===== config.mk =====
export PLATFORM = sky130hd
export DESIGN_NAME = regfile_wb_arbiter
export DESIGN_NICKNAME = d
export VERILOG_FILES = /design/src/rtl/regfile_arb_pkg.sv /design/src/rtl/rr_arbiter.sv /design/src/rtl/regfile_wb_arbiter.sv
export SDC_FILE = /design/constraint.sdc
export NUM_CORES = 1
export LEC_CHECK = 0
export ABC_AREA = 1
export BUFFER_PORTS_ARGS = -buffer_cell sky130_fd_sc_hd__buf_2
export CORE_MARGIN = 1
export CORE_UTILIZATION = 50
export CTS_BUF_LIST = sky130_fd_sc_hd__clkbuf_4 sky130_fd_sc_hd__clkbuf_8
export DETAILED_ROUTE_END_ITERATION = 10
export PLACE_DENSITY = 0.94
export SYNTH_ARGS = -nofsm -noshare
export SYNTH_HDL_FRONTEND = slang
export SYNTH_SLANG_ARGS = --single-unit

===== constraint.sdc =====
create_clock -name clk -period 4.97 [get_ports clk]
set_input_delay 1.2425 -clock clk [delete_from_list [all_inputs] [get_ports clk]]
set_output_delay 1.2425 -clock clk [all_outputs]
set_load 0.01 [all_outputs]

===== src/rtl/regfile_arb_pkg.sv =====
// Shared types and constants for the register-file writeback arbiter.
// Contents:
//   arb_state_e   - top-level FSM states (INIT clear sweep, RUN arbitration)
//   DEF_*         - default datapath widths and register count
//   rr_next_ptr() - round-robin pointer successor, modulo the requester count
package regfile_arb_pkg;

  typedef enum logic [0:0] {
    INIT = 1'b0,
    RUN  = 1'b1
  } arb_state_e;

  localparam int unsigned DEF_DATA_WIDTH    = 32;
  localparam int unsigned DEF_ADDRESS_WIDTH = 5;
  localparam int unsigned DEF_NUM_REGS      = 32;

  // Index of the requester that follows `idx`, wrapping at `n`.
  function automatic int unsigned rr_next_ptr(input int unsigned idx, input int unsigned n);
    return (idx + 1 >= n) ? 0 : idx + 1;
  endfunction

endpackage


===== src/rtl/rr_arbiter.sv =====
// One-hot grant selection over NUM_REQ requesters.
// Default build: round-robin, search starts at ptr_i and the first valid requester wins.
// With REGFILE_WB_ARB_FIXED_PRIO_EN defined: fixed priority, lowest index wins, ptr_i ignored.
// Ports:
//   req_i [NUM_REQ]  - request vector
//   ptr_i [PtrW]     - round-robin start index
//   en_i             - grant enable; no grant is issued while low
//   gnt_o [NUM_REQ]  - one-hot grant (all zero when idle or disabled)
module rr_arbiter #(
  parameter int unsigned NUM_REQ = 3,
  parameter int unsigned PtrW    = $clog2(NUM_REQ)
) (
  input  logic [NUM_REQ-1:0] req_i,
  input  logic [PtrW-1:0]    ptr_i,
  input  logic               en_i,
  output logic [NUM_REQ-1:0] gnt_o
);

`ifdef REGFILE_WB_ARB_FIXED_PRIO_EN

  logic unused_ptr;
  assign unused_ptr = ^ptr_i;

  always_comb begin
    logic found;
    found = 1'b0;
    gnt_o = '0;
    for (int unsigned i = 0; i < NUM_REQ; i++) begin
      if (!found && req_i[i]) begin
        gnt_o[i] = 1'b1;
        found    = 1'b1;
      end
    end
    if (!en_i) gnt_o = '0;
  end

`else

  always_comb begin
    logic        found;
    int unsigned idx;
    found = 1'b0;
    idx   = 0;
    gnt_o = '0;
    // Walk the ring once, starting at the pointer, wrapping past the top index.
    for (int unsigned i = 0; i < NUM_REQ; i++) begin
      idx = 32'(ptr_i) + i;
      if (idx >= NUM_REQ) idx = idx - NUM_REQ;
      if (!found && req_i[idx]) begin
        gnt_o[idx] = 1'b1;
        found      = 1'b1;
      end
    end
    if (!en_i) gnt_o = '0;
  end

`endif

endmodule


===== src/rtl/regfile_wb_arbiter.sv =====
// Shares the register-file write port between NUM_REQ writeback sources.
// After reset, writes zero to registers 0..NUM_REGS-1 (one per cycle), then arbitrates.
// Arbitration is round-robin by default; define REGFILE_WB_ARB_FIXED_PRIO_EN for fixed
// priority (lowest index wins, no pointer register).
// Ports:
//   clk, rst                 - clock, synchronous active-high reset
//   req_valid/req_ready      - per-requester handshake; ready is combinational, one-hot
//   req_dest/req_data        - packed per-requester destination and data (requester k at slice k)
//   rg_wrt_en/dest/data      - registered register-file write port
//   init_done                - high once the clear sweep has finished
//   last_grant               - index of the most recently accepted requester
module regfile_wb_arbiter
  import regfile_arb_pkg::*;
#(
  parameter int unsigned NUM_REQ       = 3,
  parameter int unsigned DATA_WIDTH    = DEF_DATA_WIDTH,
  parameter int unsigned ADDRESS_WIDTH = DEF_ADDRESS_WIDTH,
  parameter int unsigned NUM_REGS      = DEF_NUM_REGS
) (
  input  logic                             clk,
  input  logic                             rst,
  input  logic [NUM_REQ-1:0]               req_valid,
  output logic [NUM_REQ-1:0]               req_ready,
  input  logic [NUM_REQ*ADDRESS_WIDTH-1:0] req_dest,
  input  logic [NUM_REQ*DATA_WIDTH-1:0]    req_data,
  output logic                             rg_wrt_en,
  output logic [ADDRESS_WIDTH-1:0]         rg_wrt_dest,
  output logic [DATA_WIDTH-1:0]            rg_wrt_data,
  output logic                             init_done,
  output logic [$clog2(NUM_REQ)-1:0]       last_grant
);

  localparam int unsigned PtrW = $clog2(NUM_REQ);

  arb_state_e               state_q, state_d;
  logic [ADDRESS_WIDTH-1:0] cnt_q, cnt_d;
  logic                     en_q, en_d;
  logic [ADDRESS_WIDTH-1:0] dest_q, dest_d;
  logic [DATA_WIDTH-1:0]    data_q, data_d;
  logic                     done_q, done_d;
  logic [PtrW-1:0]          last_q, last_d;

  logic [NUM_REQ-1:0]       gnt;
  logic [PtrW-1:0]          win;
  logic [PtrW-1:0]          arb_ptr;
  logic [ADDRESS_WIDTH-1:0] win_dest;
  logic [DATA_WIDTH-1:0]    win_data;

`ifdef REGFILE_WB_ARB_FIXED_PRIO_EN
  assign arb_ptr = '0;
`else
  logic [PtrW-1:0] ptr_q, ptr_d;
  assign arb_ptr = ptr_q;

  always_comb begin
    ptr_d = ptr_q;
    if (|gnt) ptr_d = PtrW'(rr_next_ptr(32'(win), NUM_REQ));
  end

  always_ff @(posedge clk) begin
    if (rst) ptr_q <= '0;
    else     ptr_q <= ptr_d;
  end
`endif

  // Grants only in RUN, and never while reset is asserted.
  rr_arbiter #(
    .NUM_REQ (NUM_REQ),
    .PtrW    (PtrW)
  ) u_rr_arbiter (
    .req_i (req_valid),
    .ptr_i (arb_ptr),
    .en_i  ((state_q == RUN) && !rst),
    .gnt_o (gnt)
  );

  assign req_ready = gnt;

  always_comb begin
    win = '0;
    for (int unsigned k = 0; k < NUM_REQ; k++) begin
      if (gnt[k]) win = PtrW'(k);
    end
  end

  assign win_dest = req_dest[win*ADDRESS_WIDTH +: ADDRESS_WIDTH];
  assign win_data = req_data[win*DATA_WIDTH +: DATA_WIDTH];

  always_comb begin
    state_d = state_q;
    cnt_d   = cnt_q;
    en_d    = 1'b0;
    dest_d  = dest_q;
    data_d  = data_q;
    done_d  = done_q;
    last_d  = last_q;
    unique case (state_q)
      INIT: begin
        en_d   = 1'b1;
        dest_d = cnt_q;
        data_d = '0;
        cnt_d  = cnt_q + ADDRESS_WIDTH'(1);
        if (cnt_q == ADDRESS_WIDTH'(NUM_REGS - 1)) begin
          state_d = RUN;
          done_d  = 1'b1;
        end
      end
      RUN: begin
        if (|gnt) begin
          last_d = win;
          // x0 is hardwired zero: accept the transfer but suppress the write.
          if (win_dest != '0) begin
            en_d   = 1'b1;
            dest_d = win_dest;
            data_d = win_data;
          end
        end
      end
      default: state_d = INIT;
    endcase
  end

  always_ff @(posedge clk) begin
    if (rst) begin
      state_q <= INIT;
      cnt_q   <= '0;
      en_q    <= 1'b0;
      dest_q  <= '0;
      data_q  <= '0;
      done_q  <= 1'b0;
      last_q  <= '0;
    end else begin
      state_q <= state_d;
      cnt_q   <= cnt_d;
      en_q    <= en_d;
      dest_q  <= dest_d;
      data_q  <= data_d;
      done_q  <= done_d;
      last_q  <= last_d;
    end
  end

  assign rg_wrt_en   = en_q;
  assign rg_wrt_dest = dest_q;
  assign rg_wrt_data = data_q;
  assign init_done   = done_q;
  assign last_grant  = last_q;

endmodule


==> flow_metrics.env <==
export IMPL_io_buffers=159
export IMPL_worstMarginPinSlew_ps=646
export IMPL_path_cells="buf_2, inv_2, o21ai_0, nand2_1, nand3_1, nand3_2, nand2_2, buf_4, nand2_1, nor2_1, inv_2, nand2_4, nand2_1, nor2_1, nor2_1"
export IMPL_dp_slack_ps=901
export IMPL_whs_ps=474
export IMPL_cp_required_ps=5170
export IMPL_max_freq_ghz=0.263
export IMPL_power_density_nw_per_um2=189
export IMPL_yosysSeqAreaShare_pct=31.6
export IMPL_finalHoldViolations=0
export IMPL_synth_ff_type="dfxtp_1"
export IMPL_crit_path_end_kind="flip-flop"
export IMPL_hp_class="reg -> reg"
export IMPL_ys_ff_latch=49
export IMPL_total_power_mw=0.746
export IMPL_peakVddDrop_mv=0.128
export IMPL_netlist_top_cells_count="nand2_1 (98), nand3_1 (83), dfxtp_1 (49)"
export IMPL_synth_area_leaders="dfxtp_1 (32%), nand3_1 (13%), nand2_1 (12%)"
export IMPL_relSlewSlack_pct=56.9
export IMPL_cts_resized=0
export IMPL_startpoint_type="input pin"
export IMPL_clock_sinks=49
export IMPL_post_place_cells=679
export IMPL_rsz0062_at_grt="no"
export IMPL_wl_per_cell_um=14.5
export IMPL_cpMaxStageDelayCell="nand2_4"
export IMPL_syn_inst=472
export IMPL_clkSlewWorstSetupHoldPaths_ps=90
export IMPL_gr_total_overflow=0
export IMPL_setup_violations=0
export IMPL_dp_hpwl_um=7380
export IMPL_die_w_um=80.7
export IMPL_period_minus_slack_ps=3810
export IMPL_cts_root_buf="clkbuf_8"
export IMPL_final_layout_size_suffix_gt1_share_pct=34.5
export IMPL_gp_congestion=0.960
export IMPL_grt_usage_pct=31.2
export IMPL_drt_iter0_markers=289
export IMPL_stdcell_count=688
export IMPL_slew_viol_final=0
export IMPL_start_util_pct=52.1
export IMPL_grt_max_degree=58
export IMPL_clock_skew_ps=7.89
export IMPL_crit_type="in -> reg"
export IMPL_outcome="completed"
export IMPL_grt_pass1_wl_um=15900
export IMPL_die_height_um=80.7
export IMPL_yosysMostFrequentCell="nand2_1"
export IMPL_grt_pass1_vias=3384
export IMPL_syn_area_per_cell_um2=6.57
export IMPL_cts_made_buffers=5
export IMPL_critPathArrivalTime_ps=4010
export IMPL_ys_warn_count=0
export IMPL_drc=0
export IMPL_clkLatencyLatePin_ps=300
export IMPL_yosys_area_top_type="dfxtp_1"
export IMPL_synth_nets=594
export IMPL_tritoncts="done"
export IMPL_ys_types=29
export IMPL_syn_to_final_growth_pct=27.4
export IMPL_async_reset_ff_share_pct=0
export IMPL_yosys_area_top_type_share_pct=31.6
export IMPL_cp_max_fo=45
export IMPL_vias_per_cell=5.53
export IMPL_syn_area_um2=3100
export IMPL_setup_tns_ps=0
export IMPL_synth_edf_count=0
export IMPL_fin_nets=733
export IMPL_core_um2=5960
export IMPL_maxCapViolCount=0
export IMPL_io_pins=160
export IMPL_dieArea_um2=6520
export IMPL_vias=3807
export IMPL_p_leak_nw=1.90
export IMPL_antenna_found_initial=1
export IMPL_cts_buffer_depth=2
export IMPL_dr_pass1_iters=6
export IMPL_critPathMaxStageDelay_ps=510
export IMPL_ctsHtreeMaxLevel=2
export IMPL_fin_crit_sh_pct=76.6
export IMPL_routed_wirelength_um=9980
export IMPL_postCtsHoldBufs=0
export IMPL_worst_slack_ps=1160
export IMPL_cts_setup_buffers=0
export IMPL_fp_row_count=28
export IMPL_ant_nets=0
## cell usage in the layout, fill, tap and decap left out
| master | count |
|---|---|
| nand3_4 | 1 |
| ha_1 | 6 |
| nand3_1 | 83 |
| nand2_1 | 98 |
| nor2_1 | 41 |
| a31oi_1 | 1 |
| clkbuf_4 | 1 |
| nand4_1 | 6 |
| nor2_4 | 1 |
| inv_2 | 7 |
| dfxtp_2 | 1 |
| nor2_2 | 4 |
| a21oi_1 | 45 |
| inv_6 | 1 |
| nor4_1 | 1 |
| dfxtp_1 | 48 |
| o22ai_1 | 14 |
| inv_1 | 32 |
| nand2_2 | 4 |
| clkinv_2 | 1 |
| diode_2 | 1 |
| nor3_1 | 4 |
| clkbuf_8 | 5 |
| buf_2 | 159 |
| nand2_4 | 1 |
| nand3_2 | 20 |
| clkinv_1 | 1 |
| buf_4 | 5 |
| a22oi_1 | 3 |
| o21ai_0 | 8 |
| o21ai_1 | 10 |
## per-stage QoR
| step | util [%] | instance area [um^2] |
|---|---|---|
| finish | 66.3 | 3950 |
| global placement | 64.8 | 3860 |
| detailed placement | 64.8 | 3860 |
| CTS | 66.3 | 3950 |
| global route | 66.3 | 3950 |
| floorplan | - | 3100 |
## state kept, by name, indices dropped and copies added (netlist names)
register,count
arb_ptr,2
cnt_q,5
init_done,1
last_grant,2
rg_wrt_data,32
rg_wrt_dest,5
rg_wrt_en,1
state_q,1
## area by class of cell
| class | count | area (um^2) |
|---|---|---|
| diodes | 1 | 2.50 |
| fillers | 566 | 2010 |
| flip-flops and latches | 49 | 982 |
| inverters | 40 | 150 |
| clock inverters | 2 | 13.8 |
| clock buffers | 6 | 76.3 |
| multi-input cells | 351 | 1800 |
| repair buffers | 164 | 833 |
| well taps | 75 | 93.8 |
## kinds of logic after synthesis
kind of cell | after synthesis | synth area share, %
buf+inv | 72 | 10.4
flops | 49 | 31.6
compound gates | 81 | 13.9
fa+ha+maj | 6 | 2.42
simple gates | 264 | 41.6
## path summary, 6_finish.rpt
path              depth (start not counted)                           to  slack [ps]                         from
hold / removal                            2  rg_wrt_data[5]$_SDFFE_PP0P_         470  rg_wrt_data[5]$_SDFFE_PP0P_
setup / recovery                         15  rg_wrt_dest[2]$_SDFFE_PP0P_        1160                 req_valid[2]
hold reg to reg                           2  rg_wrt_data[5]$_SDFFE_PP0P_         470  rg_wrt_data[5]$_SDFFE_PP0P_
setup reg to reg                         17  rg_wrt_dest[2]$_SDFFE_PP0P_        1310      arb_ptr[0]$_SDFFE_PP0P_
## where the power goes
group          internal, mW  switching, mW
clock                 0.106          0.139
sequential            0.396        0.00273
combinational        0.0514         0.0506
## critical path: cells and delay by family
family / cells / cell delay (ps)
AND/OR/NAND/NOR: 10 / 1830
buffers and inverters: 4 / 770
AO/OA/AOI/OAI: 1 / 140
## metal layers
layer / vias up / GRT usage [%] / wire length, um
met5: - / 0 / 0
met4: 0 / 12.3 / 291
met3: 39 / 5.84 / 963
met2: 205 / 52.8 / 4780
met1: 1707 / 39.2 / 3940
li1: 1856 / - / -
(Power assumes the default switching activity.)
